===== src/rtl/data_mem_arbiter.sv =====
// Single-port data memory arbiter: CPU Memory stage vs. image DMA bursts.
// Optional starvation guard compiled in with MEMARB_STARVE_GUARD_EN.
module data_mem_arbiter #(
  parameter int ADDR_W     = 32,
  parameter int DATA_W     = 32,
  parameter int BURST_MAX  = 16,
  parameter int STARVE_LIM = 8
) (
  input  logic                      clk,
  input  logic                      reset,
  input  logic                      cpu_req,
  input  logic                      cpu_we,
  input  logic [ADDR_W-1:0]         cpu_addr,
  input  logic [DATA_W-1:0]         cpu_wdata,
  output logic [DATA_W-1:0]         cpu_rdata,
  output logic                      cpu_rvalid,
  output logic                      mem_stall,
  input  logic                      dma_req,
  input  logic                      dma_we,
  input  logic [ADDR_W-1:0]         dma_addr,
  input  logic [$clog2(BURST_MAX):0] dma_len,
  output logic                      dma_gnt,
  input  logic [DATA_W-1:0]         dma_wdata,
  output logic                      dma_wready,
  output logic [DATA_W-1:0]         dma_rdata,
  output logic                      dma_rvalid,
  output logic                      dma_done,
  output logic [ADDR_W-1:0]         mem_addr,
  output logic                      mem_we,
  output logic [DATA_W-1:0]         mem_wdata,
  input  logic [DATA_W-1:0]         mem_rdata
);

  localparam int LW = $clog2(BURST_MAX) + 1;

  typedef enum logic [1:0] {S_IDLE, S_CPU, S_DMA} state_t;

  state_t            state_q, state_d;
  logic [ADDR_W-1:0] base_q, base_d;
  logic              dir_q, dir_d;
  logic [LW-1:0]     rem_q, rem_d;
  logic [LW-1:0]     beat_q, beat_d;
  logic [LW-1:0]     len_c;
  logic              cpu_rv_q, cpu_rv_d;
  logic              dma_rv_q, dma_rv_d;
  logic              done_q, done_d;
  logic              forced;
  logic              grant;

  always_comb begin
    len_c = dma_len;
    if (dma_len == '0)
      len_c = LW'(1);
    else if (dma_len > LW'(BURST_MAX))
      len_c = LW'(BURST_MAX);
  end

  assign grant = (state_q != S_DMA) &&
                 (forced || (dma_req && !cpu_req));

`ifdef MEMARB_STARVE_GUARD_EN
  localparam int WW = $clog2(STARVE_LIM + 1);

  logic [WW-1:0] starve_q, starve_d;

  assign forced = dma_req && (starve_q == WW'(STARVE_LIM));

  always_comb begin
    starve_d = starve_q;
    if (grant)
      starve_d = '0;
    else if (dma_req && (starve_q != WW'(STARVE_LIM)))
      starve_d = starve_q + WW'(1);
  end

  always_ff @(posedge clk) begin
    if (reset) starve_q <= '0;
    else       starve_q <= starve_d;
  end
`else
  assign forced = 1'b0;
`endif

  always_comb begin
    state_d    = state_q;
    base_d     = base_q;
    dir_d      = dir_q;
    rem_d      = rem_q;
    beat_d     = beat_q;
    cpu_rv_d   = 1'b0;
    dma_rv_d   = 1'b0;
    done_d     = 1'b0;
    mem_addr   = '0;
    mem_we     = 1'b0;
    mem_wdata  = '0;
    mem_stall  = 1'b0;
    dma_gnt    = 1'b0;
    dma_wready = 1'b0;
    dma_done   = done_q;
    cpu_rvalid = cpu_rv_q;
    cpu_rdata  = cpu_rv_q ? mem_rdata : '0;
    dma_rvalid = dma_rv_q;
    dma_rdata  = dma_rv_q ? mem_rdata : '0;
    unique case (state_q)
      S_IDLE, S_CPU: begin
        if (grant) begin
          dma_gnt   = 1'b1;
          mem_stall = cpu_req;
          base_d    = dma_addr;
          dir_d     = dma_we;
          rem_d     = len_c;
          beat_d    = '0;
          state_d   = S_DMA;
        end else if (cpu_req) begin
          mem_addr  = cpu_addr;
          mem_we    = cpu_we;
          mem_wdata = cpu_wdata;
          cpu_rv_d  = !cpu_we;
          state_d   = S_CPU;
        end else begin
          state_d   = S_IDLE;
        end
      end
      S_DMA: begin
        mem_addr  = base_q + ADDR_W'({beat_q, 2'b00});
        mem_we    = dir_q;
        mem_stall = cpu_req;
        if (dir_q) begin
          mem_wdata  = dma_wdata;
          dma_wready = 1'b1;
        end else begin
          dma_rv_d   = 1'b1;
        end
        beat_d = beat_q + LW'(1);
        rem_d  = rem_q - LW'(1);
        // last beat: writes finish now, reads finish with their data
        if (rem_q == LW'(1)) begin
          state_d = S_IDLE;
          beat_d  = '0;
          if (dir_q) dma_done = 1'b1;
          else       done_d   = 1'b1;
        end
      end
      default: state_d = S_IDLE;
    endcase
    if (reset) begin
      mem_addr   = '0;
      mem_we     = 1'b0;
      mem_wdata  = '0;
      mem_stall  = 1'b0;
      dma_gnt    = 1'b0;
      dma_wready = 1'b0;
      dma_done   = 1'b0;
      cpu_rvalid = 1'b0;
      cpu_rdata  = '0;
      dma_rvalid = 1'b0;
      dma_rdata  = '0;
    end
  end

  always_ff @(posedge clk) begin
    if (reset) begin
      state_q  <= S_IDLE;
      base_q   <= '0;
      dir_q    <= 1'b0;
      rem_q    <= '0;
      beat_q   <= '0;
      cpu_rv_q <= 1'b0;
      dma_rv_q <= 1'b0;
      done_q   <= 1'b0;
    end else begin
      state_q  <= state_d;
      base_q   <= base_d;
      dir_q    <= dir_d;
      rem_q    <= rem_d;
      beat_q   <= beat_d;
      cpu_rv_q <= cpu_rv_d;
      dma_rv_q <= dma_rv_d;
      done_q   <= done_d;
    end
  end

endmodule

===== config.mk =====
export PLATFORM = sky130hd
export DESIGN_NAME = data_mem_arbiter
export DESIGN_NICKNAME = d
export VERILOG_FILES = /design/src/rtl/data_mem_arbiter.sv
export SDC_FILE = /design/constraint.sdc
export NUM_CORES = 1
export LEC_CHECK = 0
export ABC_AREA = 0
export BUFFER_PORTS_ARGS = -buffer_cell sky130_fd_sc_hd__buf_2
export CAP_MARGIN = 15
export CORE_AREA = 2 2 118 120
export CTS_CLUSTER_SIZE = 24
export DETAILED_ROUTE_END_ITERATION = 7
export DIE_AREA = 0 0 120 122
export SYNTH_ARGS = -nofsm -noshare
export SYNTH_HDL_FRONTEND = slang
export SYNTH_SLANG_ARGS = --single-unit

===== constraint.sdc =====
create_clock -name clk -period 3.49 [get_ports clk]
set_input_delay 0.8725 -clock clk [delete_from_list [all_inputs] [get_ports clk]]
set_output_delay 0.8725 -clock clk [all_outputs]
set_load 0.01 [all_outputs]

### After elaboration in Yosys (flattened, before gate mapping)

Cells that the tools add are included.

* flip-flop bits (word level): 48
* latch bits: 0
* RAM bits: 0
* memory bits (read-only): 0
* input port bits: 171
* output and inout port bits: 135
* word-level logic and storage cells: 79
* memories kept: 0

* add/sub/neg operators: 3
* $mul: 0
* div/mod/pow operators: 0
* magnitude comparators: 1
* equal/unequal tests: 6
* shift-type cells: 0
* mux-type cells: 44
* bitwise operators: 4
* reductions and logical operators: 13

Operator list (number)
* two-way mux 32 bit: 11
* case mux 32 bit (2 select lines): 2
* adder 32 x 7 -> 32 bit: 1
* two-way mux 5 bit: 5
* case mux 5 bit (2 select lines): 2
* two-way mux 1 bit: 19
* != test 2 bit, second input constant: 3
* adder 5 x 1 -> 5 bit, second input constant: 1
* equality test 5 x 1 -> 1 bit, second input constant: 1
* > comparator 5 bit, second input constant: 1
* logical NOT 5 bit: 1
* subtractor 5 x 1 -> 5 bit, second input constant: 1
* two-way mux 2 bit: 2
* NOT 1 bit: 4
* case mux 1 bit (2 select lines): 2
* case mux 2 bit (2 select lines): 1
* AND reduction 2 bit: 2
* OR reduction 2 bit: 2
* OR reduction 4 bit: 1
* OR reduction 3 bit: 1
* equality test 2 x 1 -> 1 bit, second input constant: 1
* equality test 2 bit, second input constant: 1
* logical AND 1 bit: 2
* logical NOT 1 bit: 2
* 2 further kinds: 2

### Logic depth before layout (Yosys ltp)

Gate-level depths: netlist of the first run.

* depth in word-level cells: 6
* mapped depth: 9
* gate-level depth less buffers: 8

### Worst setup path before layout of the first run

No wires, ideal clock.

* path kind: register to output
* start point: register beat_q[0]
* end point: output port mem_addr[28]
* data arrival time: 2.206 ns
* required time: 2.618 ns
* setup slack: 0.412 ns
* stages on the path, launching flop included: 10
* buffers on the path: 1
* path through: dfxtp_1 > ha_1 > inv_1 > fa_1 > nand2b_1 > a21oi_1 > clkbuf_1 > o2111ai_1 > xor2_1 > o21ai_0

* word-level cells in the longest chain between the ends: 3

Ends and longest elaborated chain
* start: declaration: line 42 `logic [LW-1:0] beat_q, beat_d;`
* start signal: assignment: line 176 `beat_q <= beat_d;`
* adder 32 x 7 -> 32 bit: line 125 `mem_addr = base_q + ADDR_W'({beat_q, 2'b00});`
* case mux 32 bit (2 select lines): line 104 `unique case (state_q)`
* two-way mux 32 bit: line 146 `if (reset) begin`
* end: declaration: line 28 `output logic [ADDR_W-1:0] mem_addr,`

No other way between the ends.

### Worst setup path in the final report of the first run

* start point: register beat_q[0]
* end point: output port mem_addr[26]

The elaborated chain is that of the path after synthesis.

==> metrics.yaml, run 1 <==
global_routing:
  overflow: 0
  grt_pass1_wl_microns: 23600
  track_usage_pct: 20.4
  antenna_found_initial: 5
  grt_max_degree: 40
  grt_pass1_vias: 4455
die:
  die_h_microns: 122
  core-area_sq_um: 13500
  std_cell_rows: 43
  start_util_pct: 28.7
  die_area_sq_um: 14600
  pin_count: 306
  die_x_microns: 120
drt:
  drtIter0Drc: 215
  vias: 4934
  avgRoutedWirePerCell_microns: 15.5
  wirelength_microns: 16100
  drtPass1Iterations: 5
  post_drt_via_cell_ratio: 4.75
  ant_nets: 0
  drc: 0
hold_path:
  holdCritPathClass: "flop to flop"
critical_path:
  critical_path.max_fanout: 7
  critPathArrivalTime_ns: 2.46
  critPathCaptureType: "primary output"
  required_ns: 2.62
  start_kind: "flop"
  r2r_setup_slack_ns: 1.58
  path_class: "flop to primary output"
pwr:
  p_leak_nw: 2.86
  powerDensity_nw_per_um2: 280
  ir_worst_vdd_mv: 0.363
synthesis:
  netlist.top_cell.by_area: "dfxtp_1"
  ys_ff_latch: 48
  synth_area_leaders: "dfxtp_1, and2_1, nand2_1"
  yosysSeqAreaShare_pct: 24.8
  synth_ff_type: "dfxtp_1"
  yosys.area.top_type_share_pct: 24.8
  synthMuxAreaShare_pct: 0
  synth_edf_count: 0
  synth_area_sq_um: 3870
  synth_fp_nets: 742
  synthAdderAreaFrac_pct: 3.10
  synth_cells: 562
  synthXorXnorAreaFrac_pct: 5.88
  avgSynthCellArea_sq_um: 6.89
  synth_compound_area_share_pct: 26.4
  synth_top_family_by_area: "simple AND/OR/NAND/NOR gates"
  synth_cell_types: 46
  yosys_warnings: 0
  synthArstFlopShare_pct: 0
  synth_simple_gate_area_share_pct: 34.2
cts:
  clkTransAtPathRegs_ns: 0.07
  insertion_delay_ns: 0.29
  tritoncts: "done"
  root_buffer: "clkbuf_16"
  cts_buffers: 5
  clk_path_buf_depth: 2
  ctsHtreeMaxLevel: 2
  cts.sinks: 48
timing:
  min_period_ns: 3.33
  hold_violations: 0
  fmax_mhz: 300
  rsz0062_at_grt: "false"
  tightest_slew_ns: 0.818
  setup_viol: 0
  period_share_pct: 95.4
  hold_ws_ns: 0.462
  slew_headroom_pct: 45.5
  clock-skew-final_ns: 0.00833
  maxSlewViolCount: 0
  fin_tns_setup_ns: 0
placed_design:
  port_buffers: 305
  place_hpwl_microns: 12700
  routabilityCongestion: 0.787
finish:
  fin_nets: 1035
  drive_gt1_share_pct: 40.9
  areaGrowthSynthToFinish_pct: 51.8
  utilization_pct: 43.5
flow_run:
  cap_violations: 0
run_status:
  status: "finished clean"
[logic make-up (layout without fill, tap and decap cells)]
group | after synthesis | in the layout
AOI/OAI and AO/OA | 153 | 153
and+or+nand+nor | 271 | 271
xor gates and xnor gates | 26 | 26
buffers and inverters | 55 | 349
adders and majority gates | 9 | 9
DFF | 48 | 48
other | 0 | 3
[placed cells by master (no fill, tap or decap), types with 2 or more instances in the layout]
| cell type | netlist | final |
|---|---|---|
| xor2_1 | 6 | 6 |
| nand3_1 | 6 | 6 |
| nor3b_2 | 1 | 2 |
| nor2b_2 | 0 | 2 |
| o211ai_1 | 3 | 3 |
| xnor2_1 | 20 | 20 |
| a2111oi_2 | 2 | 2 |
| o2111ai_1 | 5 | 5 |
| dfxtp_1 | 48 | 47 |
| a21oi_1 | 47 | 46 |
| diode_2 | 0 | 3 |
| nand2_1 | 102 | 102 |
| a22o_1 | 4 | 4 |
| buf_4 | 0 | 21 |
| nor2_1 | 57 | 57 |
| bufinv_16 | 0 | 2 |
| o21ai_0 | 36 | 36 |
| a21o_1 | 2 | 2 |
| inv_1 | 13 | 13 |
| and2_1 | 68 | 68 |
| or3_1 | 2 | 2 |
| nor3_1 | 5 | 5 |
| nor2b_1 | 10 | 8 |
| and3_1 | 2 | 2 |
| o21ai_1 | 3 | 3 |
| nand2b_1 | 6 | 5 |
| a2111oi_4 | 3 | 3 |
| ha_1 | 8 | 8 |
| clkbuf_16 | 0 | 5 |
| a22oi_1 | 35 | 35 |
| and4_1 | 3 | 3 |
| a31oi_1 | 2 | 2 |
| buf_2 | 1 | 305 |
| a211oi_1 | 6 | 6 |
[layer usage]
| layer | track usage, % | part of all wire (%) | up-vias |
|---|---|---|---|
| met5 | 0 | 0 | - |
| li1 | - | - | 2505 |
| met4 | 6.18 | 1.9 | 0 |
| met1 | 26.6 | 43 | 2217 |
| met3 | 3.70 | 7.3 | 21 |
| met2 | 34.3 | 48 | 191 |
[critical path, cell delays in order, from the launching register on]
cell and delay, ns:
dfxtp_2 0.36, ha_1 0.17, inv_1 0.05, fa_1 0.41, nand2b_4 0.18, a21oi_4 0.20, buf_6 0.16, o2111ai_1 0.12
xnor2_1 0.17, a22o_1 0.20, buf_2 0.13
[layout make-up]
cell class                 instances  area (sq um)
multi-input combinational        459          2720
antenna                            3          7.51
clock inverter                     3          68.8
timing repair buffer             328          1720
inverter                          13          48.8
tap                              180           225
fill                            1501          7630
sequential                        48           962
clock buffer                       5           125
[cell usage after synthesis, types with 2 or more instances]
cell and number:
and3_1 2, inv_1 13, a2111oi_2 2, nor3b_1 2, a21oi_1 47, and2_1 68
or3_1 2, a31oi_1 2, nor2b_1 10, buf_1 3, nor2_1 57, a211oi_1 6
ha_1 8, xnor2_1 20, nand3_1 6, xor2_1 6, o2111ai_1 5, o21ai_0 36
nor3_1 5, a2111oi_4 3, nand2b_1 6, a22o_1 4, and4_1 3, dfxtp_1 48
nand2_1 102, o21ai_1 3, a21o_1 2, a22oi_1 35, o211ai_1 3, clkbuf_1 37
[report_power, final]
group	internal, mW	switching, mW	total [mW]
combinational	0.186	0.214	0.400
sequential	0.576	0.0300	0.606
clock	0.414	0.227	0.641
[path summary, 6_finish.rpt]
kind | to | startpoint | cells past startpoint
worst max-delay path | mem_addr[26] | beat_q[0] | 10
worst min-delay path | base_q[1] | base_q[1] | 2
worst max register to register | beat_q[4] | state_q[1] | 6
worst min register to register | base_q[1] | base_q[1] | 2
[registers in the layout, indices dropped and copies added (netlist names)]
register / flops
base_q: 32
beat_q: 5
rem_q: 5
state_q: 2
cpu_rv_q: 1
dir_q: 1
dma_rv_q: 1
done_q: 1
[what timing repair did]
item,CTS,global route
setup endpoints to repair,0,11
buffers inserted,0,0
gates resized for setup,0,9
hold buffers,0,0
[per-stage QoR]
stage | power (mW) | setup WS (ns) | cell area [sq um] | std cells
4_1_cts | 1.66 | 0.0955 | 5840 | 1035
3_5_place_dp | 1.02 | 0.371 | 5640 | 1027
5_1_grt | 1.74 | 0.0160 | 5870 | 1038
2_1_floorplan | 0.808 | 0.412 | 3870 | 562
3_3_place_gp | 1.02 | 0.373 | 5640 | 1027
6_report | 1.65 | 0.160 | 5880 | 1039
Power figures use the tool's default switching activity.
==> run 2: changes to the inputs <==
--- a/config.mk
+++ b/config.mk
@@ -8,10 +8,10 @@
 export ABC_AREA = 0
 export BUFFER_PORTS_ARGS = -buffer_cell sky130_fd_sc_hd__buf_2
 export CAP_MARGIN = 15
-export CORE_AREA = 2 2 118 120
+export CORE_AREA = 2 2 119 121
 export CTS_CLUSTER_SIZE = 24
 export DETAILED_ROUTE_END_ITERATION = 7
-export DIE_AREA = 0 0 120 122
+export DIE_AREA = 0 0 121 123
 export SYNTH_ARGS = -nofsm -noshare
 export SYNTH_HDL_FRONTEND = slang
 export SYNTH_SLANG_ARGS = --single-unit
==> constraint.sdc (replaced) <==
create_clock -name clk -period 4 [get_ports clk]
set_input_delay 1 -clock clk [delete_from_list [all_inputs] [get_ports clk]]
set_output_delay 1 -clock clk [all_outputs]
set_load 0.01 [all_outputs]
==> run 2 against run 1 <==
Largest power group is now sequential cells. Worst hold slack worse by 0.0017 ns. Critical path type unchanged. Clock-buffer cell count up 1. Combinational power down 14%. Core utilization down 1.4 points. Wire length about the same. Sequential power down 13%. Via count up 1.2%. Flip-flop and latch count unchanged. First-iteration DRC count up 27%. Clock power down 31%. Cell area down 2.5%. Non-clock buffer count down 8.
==> metrics.yaml, run 2 (same netlist as run 1, synthesis figures left out) <==
die:
  std_cell_rows: 43  # unchanged
  die_area_sq_um: 14900  # +1.7%
  die_x_microns: 121  # +0.83%
  pin_count: 306  # unchanged
  core-area_sq_um: 13600  # +0.80%
  start_util_pct: 28.4  # -0.23 points
  die_h_microns: 123  # +0.82%
timing:
  tightest_slew_ns: 0.785  # -0.0324 ns
  slew_headroom_pct: 47.2  # +1.8 points
  rsz0062_at_grt: "false"
  maxSlewViolCount: 0  # unchanged
  hold_violations: 0  # unchanged
  setup_viol: 0  # unchanged
  clock-skew-final_ns: 0.00818  # -0.000149 ns
  period_share_pct: 88.5
  fin_tns_setup_ns: 0  # unchanged
  fmax_mhz: 283
  min_period_ns: 3.54
cts:
  tritoncts: "done"
  cts_hold_buf: 0  # unchanged
  clk_path_buf_depth: 2  # unchanged
  clkTransAtPathRegs_ns: 0.07  # about the same
  cts_setup_buffers: 0  # unchanged
  cts_buffers: 5  # unchanged
  ctsHtreeMaxLevel: 2  # unchanged
  cts.sinks: 48  # unchanged
  root_buffer: "clkbuf_16"
  insertion_delay_ns: 0.29  # about the same
  cts-resized-gates: 0  # unchanged
critical_path:
  max_stage_delay_ns: 0.41  # about the same
  r2r_setup_slack_ns: 2.16  # +0.58 ns
  critical_path.max_fanout: 13  # +6
  reg2regPathDepth: 6  # unchanged
  cp_slowest_cell: "fa_1"
  start_kind: "flop"
  path_cells: "ha_1 -> inv_1 -> fa_1 -> nand2b_1 -> a21oi_1 -> buf_4 -> o2111ai_1 -> xnor2_1 -> a22o_1 -> buf_2"
  path_class: "flop to primary output"
  critPathArrivalTime_ns: 2.54  # +0.08 ns
  timing.rr.start: "state_q[1]"
  critPathCaptureType: "primary output"
  required_ns: 3.00  # +0.38 ns
  r2r_end: "beat_q[4]"
finish:
  fin_nets: 1027  # -0.77%
  seq_area_sq_um: 961  # -0.13%
  stdcell_count: 1028  # -1.1%
  layout_commonest_cell: "buf_2"
  top_register: "base_q"
  num_antenna_cells: 0  # -3
  largest_reg_flops: 32  # unchanged
  fill_cells: 1476  # -1.7%
  drive_gt1_share_pct: 40.0  # -0.91 points
  layout_common_cells: "buf_2, nand2_1, and2_1, nor2_1, dfxtp_1"
  areaGrowthSynthToFinish_pct: 48.1
  reg_top3: "base_q x32, beat_q x5, rem_q x5"
  multi_input_area_sq_um: 2710  # -0.69%
drt:
  avgRoutedWirePerCell_microns: 15.6  # +1.0%
  dr_wl_met3_microns: 1190  # +1.4%
  vias: 4995  # +1.2%
  wirelength_microns: 16100  # about the same
  drc: 0  # unchanged
  wl_met1_microns: 7250  # +5.1%
  drtPass1Iterations: 5  # unchanged
  post_drt_via_cell_ratio: 4.86  # +2.3%
  ant_nets: 0  # unchanged
  drtIter0Drc: 273  # +27%
  top_layer_used: "met4"
  wl_met2_microns: 7500  # -2.7%
run_status:
  status: "finished clean"
pwr:
  p_sw_uw: 407  # -14%
  ir_worst_vdd_mv: 0.161  # -56%
  clockPowerShare_pct: 33.6  # -5.3 points
  intPower_uw: 911  # -23%
  p_leak_nw: 2.79  # -2.6%
  switching_share_pct: 30.9  # +2.2 points
  comb_power_share_pct: 26.3  # +2.0 points
  power_frac_seq_pct: 40.1  # +3.3 points
  powerDensity_nw_per_um2: 230  # -18%
global_routing:
  overflow: 0  # unchanged
  grt_pass1_wl_microns: 23200  # -1.4%
  track_usage_pct: 19.6  # -0.76 points
  antenna_found_initial: 0  # -5
  grt_max_degree: 40  # unchanged
  grt_pass1_vias: 4350  # -2.4%
flow_run:
  cap_violations: 0  # unchanged
placed_design:
  routabilityCongestion: 0.830  # +5.5%
  port_buffers: 305  # unchanged
  place_hpwl_microns: 12700  # +0.38%
  placed_cells: 1020  # -0.68%
hold_path:
  min_path_cells: 2  # unchanged
  worstHoldStart: "base_q[0]"
  whs_endpoint: "base_q[0]"
  holdCritPathClass: "flop to flop"
-- run 2: critical path, delay by kind of cell, from the launching register on --
family | cells | cell delay (ns)
fa+ha+maj | 2 | 0.60
flops | 1 | 0.40
compound gates | 3 | 0.46
xor+xnor | 1 | 0.18
simple gates | 1 | 0.19
buf+inv | 3 | 0.42
-- run 2: per-layer routing --
| metal | GRT usage, % | vias up |
|---|---|---|
| li1 | - | 2490 |
| met1 | 28.1 | 2280 |
| met2 | 31.7 | 216 |
| met3 | 2.81 | 9 |
| met4 | 3.42 | 0 |
| met5 | 0 | - |
-- run 2: final cells by class --
cell class / instances / area share, %
flip-flops and latches: 48 / 16.8
repair buffers: 320 / 28.6
inverters: 13 / 0.851
clock inverters: 2 / 0.240
multi-input cells: 459 / 47.2
well taps: 180 / 3.93
clock buffers: 6 / 2.42
-- run 2: power by group through the flow --
stage                     registers (mW)  logic, mW  clock network (mW)
after floorplan                    0.532      0.173                   0
after global placement             0.539      0.345                   0
after detailed placement           0.540      0.345                   0
after CTS                          0.528      0.347               0.455
after global routing               0.533      0.384               0.475
final                              0.529      0.346               0.443
-- run 2: worst max-delay path by stage --
stage | slack (ns) | to | cells past startpoint | startpoint
global route | 0.30 | mem_addr[20] | 10 | beat_q[0]
floorplan | 0.79 | mem_addr[28] | 9 | beat_q[0]
finish | 0.46 | mem_addr[26] | 10 | beat_q[0]
global placement | 0.82 | mem_wdata[2] | 6 | cpu_req
detailed placement | 0.78 | mem_addr[26] | 10 | beat_q[0]
CTS | 0.45 | mem_addr[26] | 10 | beat_q[0]
-- run 2: metrics by stage --
stage | util, % | hold slack, ns | power (mW) | area [sq um] | worst slack [ns]
6_report | 42.1 | 0.461 | 1.32 | 5730 | 0.460
5_1_grt | 42.1 | 0.493 | 1.39 | 5730 | 0.302
4_1_cts | 42.1 | 0.463 | 1.33 | 5730 | 0.453
3_5_place_dp | 41.0 | 0.452 | 0.885 | 5580 | 0.784
3_3_place_gp | 41.0 | 0.453 | 0.884 | 5580 | 0.820
2_1_floorplan | - | 0.436 | 0.705 | 3870 | 0.794
==> run 3: changes to the inputs <==
--- a/config.mk
+++ b/config.mk
@@ -12,6 +12,7 @@
 export CTS_CLUSTER_SIZE = 24
 export DETAILED_ROUTE_END_ITERATION = 7
 export DIE_AREA = 0 0 121 123
+export PLACE_DENSITY = 0.7
 export SYNTH_ARGS = -nofsm -noshare
 export SYNTH_HDL_FRONTEND = slang
 export SYNTH_SLANG_ARGS = --single-unit
==> run 3 against run 2 <==
Critical path type unchanged. Power increased by 8.8%. Die area unchanged. Worst setup slack got worse by 0.26 ns. Critical endpoint is now mem_addr[11]. Final cell count increased by 0.49%. Clock skew about the same. Cell area increased by 1.3%. Critical path depth decreased by 2.
==> metrics.yaml, run 3 (same netlist as run 1, synthesis figures left out) <==
run_status:
  status: "finished clean"
timing:
  fin_tns_setup_ns: 0  # unchanged
  hold_ws_ns: 0.465  # +0.00474 ns
  min_period_ns: 3.80  # +0.262 ns
  hold_violations: 0  # unchanged
  tightest_slew_ns: 0.846  # +0.0603 ns
  rsz0062_at_grt: "false"
  period_share_pct: 95.0  # +6.6 points
  maxSlewViolCount: 0  # unchanged
  fmax_mhz: 263  # -6.9%
  clock-skew-final_ns: 0.00783  # -0.000356 ns
  setup_viol: 0  # unchanged
  slew_headroom_pct: 43.2  # -4.1 points
global_routing:
  grt_max_degree: 40  # unchanged
  track_usage_pct: 20.1  # +0.47 points
  grt_pass1_wl_microns: 23400  # +0.92%
  overflow: 0  # unchanged
  grt_pass1_vias: 4379  # +0.67%
  antenna_found_initial: 3  # +3
cts:
  clk_path_buf_depth: 2  # unchanged
  ctsHtreeMaxLevel: 2  # unchanged
  cts.sinks: 48  # unchanged
  cts-resized-gates: 0  # unchanged
  clkTransAtPathRegs_ns: 0.07  # about the same
  root_buffer: "clkbuf_16"
  cts_setup_buffers: 0  # unchanged
  cts_hold_buf: 0  # unchanged
  tritoncts: "done"
  insertion_delay_ns: 0.29  # about the same
  cts_buffers: 5  # unchanged
finish:
  fill_cells: 1443  # -2.2%
  layout_common_cells: "buf_2, nand2_1, and2_1, nor2_1, dfxtp_1"
  multi_input_area_sq_um: 2710  # +0.23%
  drive_gt1_share_pct: 40.4  # +0.45 points
  fin_nets: 1030  # +0.29%
  reg_top3: "base_q x32, beat_q x5, rem_q x5"
  final_area_sq_um: 5810  # +1.3%
  seq_area_sq_um: 961  # unchanged
  top_register: "base_q"
  areaGrowthSynthToFinish_pct: 50.0
  stdcell_count: 1033  # +0.49%
  layout_commonest_cell: "buf_2"
  largest_reg_flops: 32  # unchanged
flow_run:
  cap_violations: 0  # unchanged
drt:
  dr_wl_met3_microns: 1340  # +13%
  wirelength_microns: 16300  # +1.4%
  drtPass1Iterations: 5  # unchanged
  wl_met2_microns: 7970  # +6.3%
  post_drt_via_cell_ratio: 4.79  # -1.5%
  drtIter0Drc: 263  # -3.7%
  drc: 0  # unchanged
  vias: 4943  # -1.0%
  ant_nets: 0  # unchanged
  wl_met1_microns: 6760  # -6.8%
  top_layer_used: "met5"
  avgRoutedWirePerCell_microns: 15.8  # +0.86%
pwr:
  intPower_mw: 1.02  # +12%
  powerDensity_nw_per_um2: 247  # +7.4%
  comb_power_share_pct: 24.0  # -2.3 points
  power_frac_seq_pct: 36.9  # -3.2 points
  clockPowerShare_pct: 39.1  # +5.5 points
  p_leak_nw: 2.82  # +1.1%
  ir_worst_vdd_mv: 0.183  # +14%
  p_sw_uw: 411  # +1.1%
  switching_share_pct: 28.7  # -2.2 points
die:
  start_util_pct: 28.4  # unchanged
  die_x_microns: 121  # unchanged
  pin_count: 306  # unchanged
  die_h_microns: 123  # unchanged
  die_area_sq_um: 14900  # unchanged
  core-area_sq_um: 13600  # unchanged
  std_cell_rows: 43  # unchanged
hold_path:
  holdCritPathClass: "flop to flop"
placed_design:
  placed_area_sq_um: 5610  # +0.52%
  port_buffers: 305  # unchanged
  placed_cells: 1023  # +0.29%
  place_hpwl_microns: 13100  # +2.9%
  routabilityCongestion: 0.816  # -1.7%
critical_path:
  critPathArrivalTime_ns: 2.80  # +0.26 ns
  required_ns: 3.00  # about the same
  start_kind: "flop"
  critical_path.max_fanout: 8  # -5
  critPathCaptureType: "primary output"
  path_class: "flop to primary output"
run 3: changes by cell type in the layout (fill, tap and decap cells not counted), sizes merged:
cell    before  now
diode        0    2
clkinv       1    0
clkbuf       6    5
buf        320  323
bufinv       0    2
run 3: metal layers:
metal / up-vias / track usage [%]
met5: - / 0
met1: 2237 / 26.1
li1: 2495 / -
met4: 2 / 5.31
met2: 193 / 33.2
met3: 16 / 5.26
run 3: final cells by class:
cell class	instances	area share (%)
Clock buffer	5	2.15
Inverter	13	0.840
Sequential cell	48	16.5
Tap cell	180	3.88
Antenna cell	2	0.0862
Multi-Input combinational cell	459	46.7
Clock inverter	3	1.19
Timing Repair Buffer	323	28.6
run 3: metrics by stage:
stage / util [%] / power [mW] / setup WS, ns
2_1_floorplan: - / 0.705 / 0.794
3_3_place_gp: 41.2 / 0.883 / 0.534
3_5_place_dp: 41.2 / 0.884 / 0.535
4_1_cts: 42.6 / 1.44 / 0.208
5_1_grt: 42.7 / 1.50 / 0.0744
6_report: 42.7 / 1.43 / 0.198
run 3: critical path, cell delays in order, from the launching register on:
cell and delay, ns:
dfxtp_1 0.35, ha_1 0.29, a21oi_1 0.07, nand4b_1 0.67
buf_4 0.42, a211oi_1 0.30, xnor2_1 0.09, o21ai_0 0.15
buf_2 0.15
run 3: power by group through the flow:
stage,Clock [mW],Sequential (mW),Combinational [mW]
after global placement,0,0.538,0.344
after floorplan,0,0.532,0.173
after detailed placement,0,0.539,0.345
after CTS,0.566,0.528,0.347
after global routing,0.585,0.532,0.387
final,0.561,0.528,0.344
run 3: path summary, 6_finish.rpt:
kind / depth (start not counted) / endpoint / from / slack, ns
setup reg to reg: 6 / beat_q[4] / state_q[1] / 2.23
hold reg to reg: 2 / base_q[1] / base_q[1] / 0.47
hold / removal: 2 / base_q[1] / base_q[1] / 0.47
setup / recovery: 8 / mem_addr[11] / beat_q[1] / 0.20
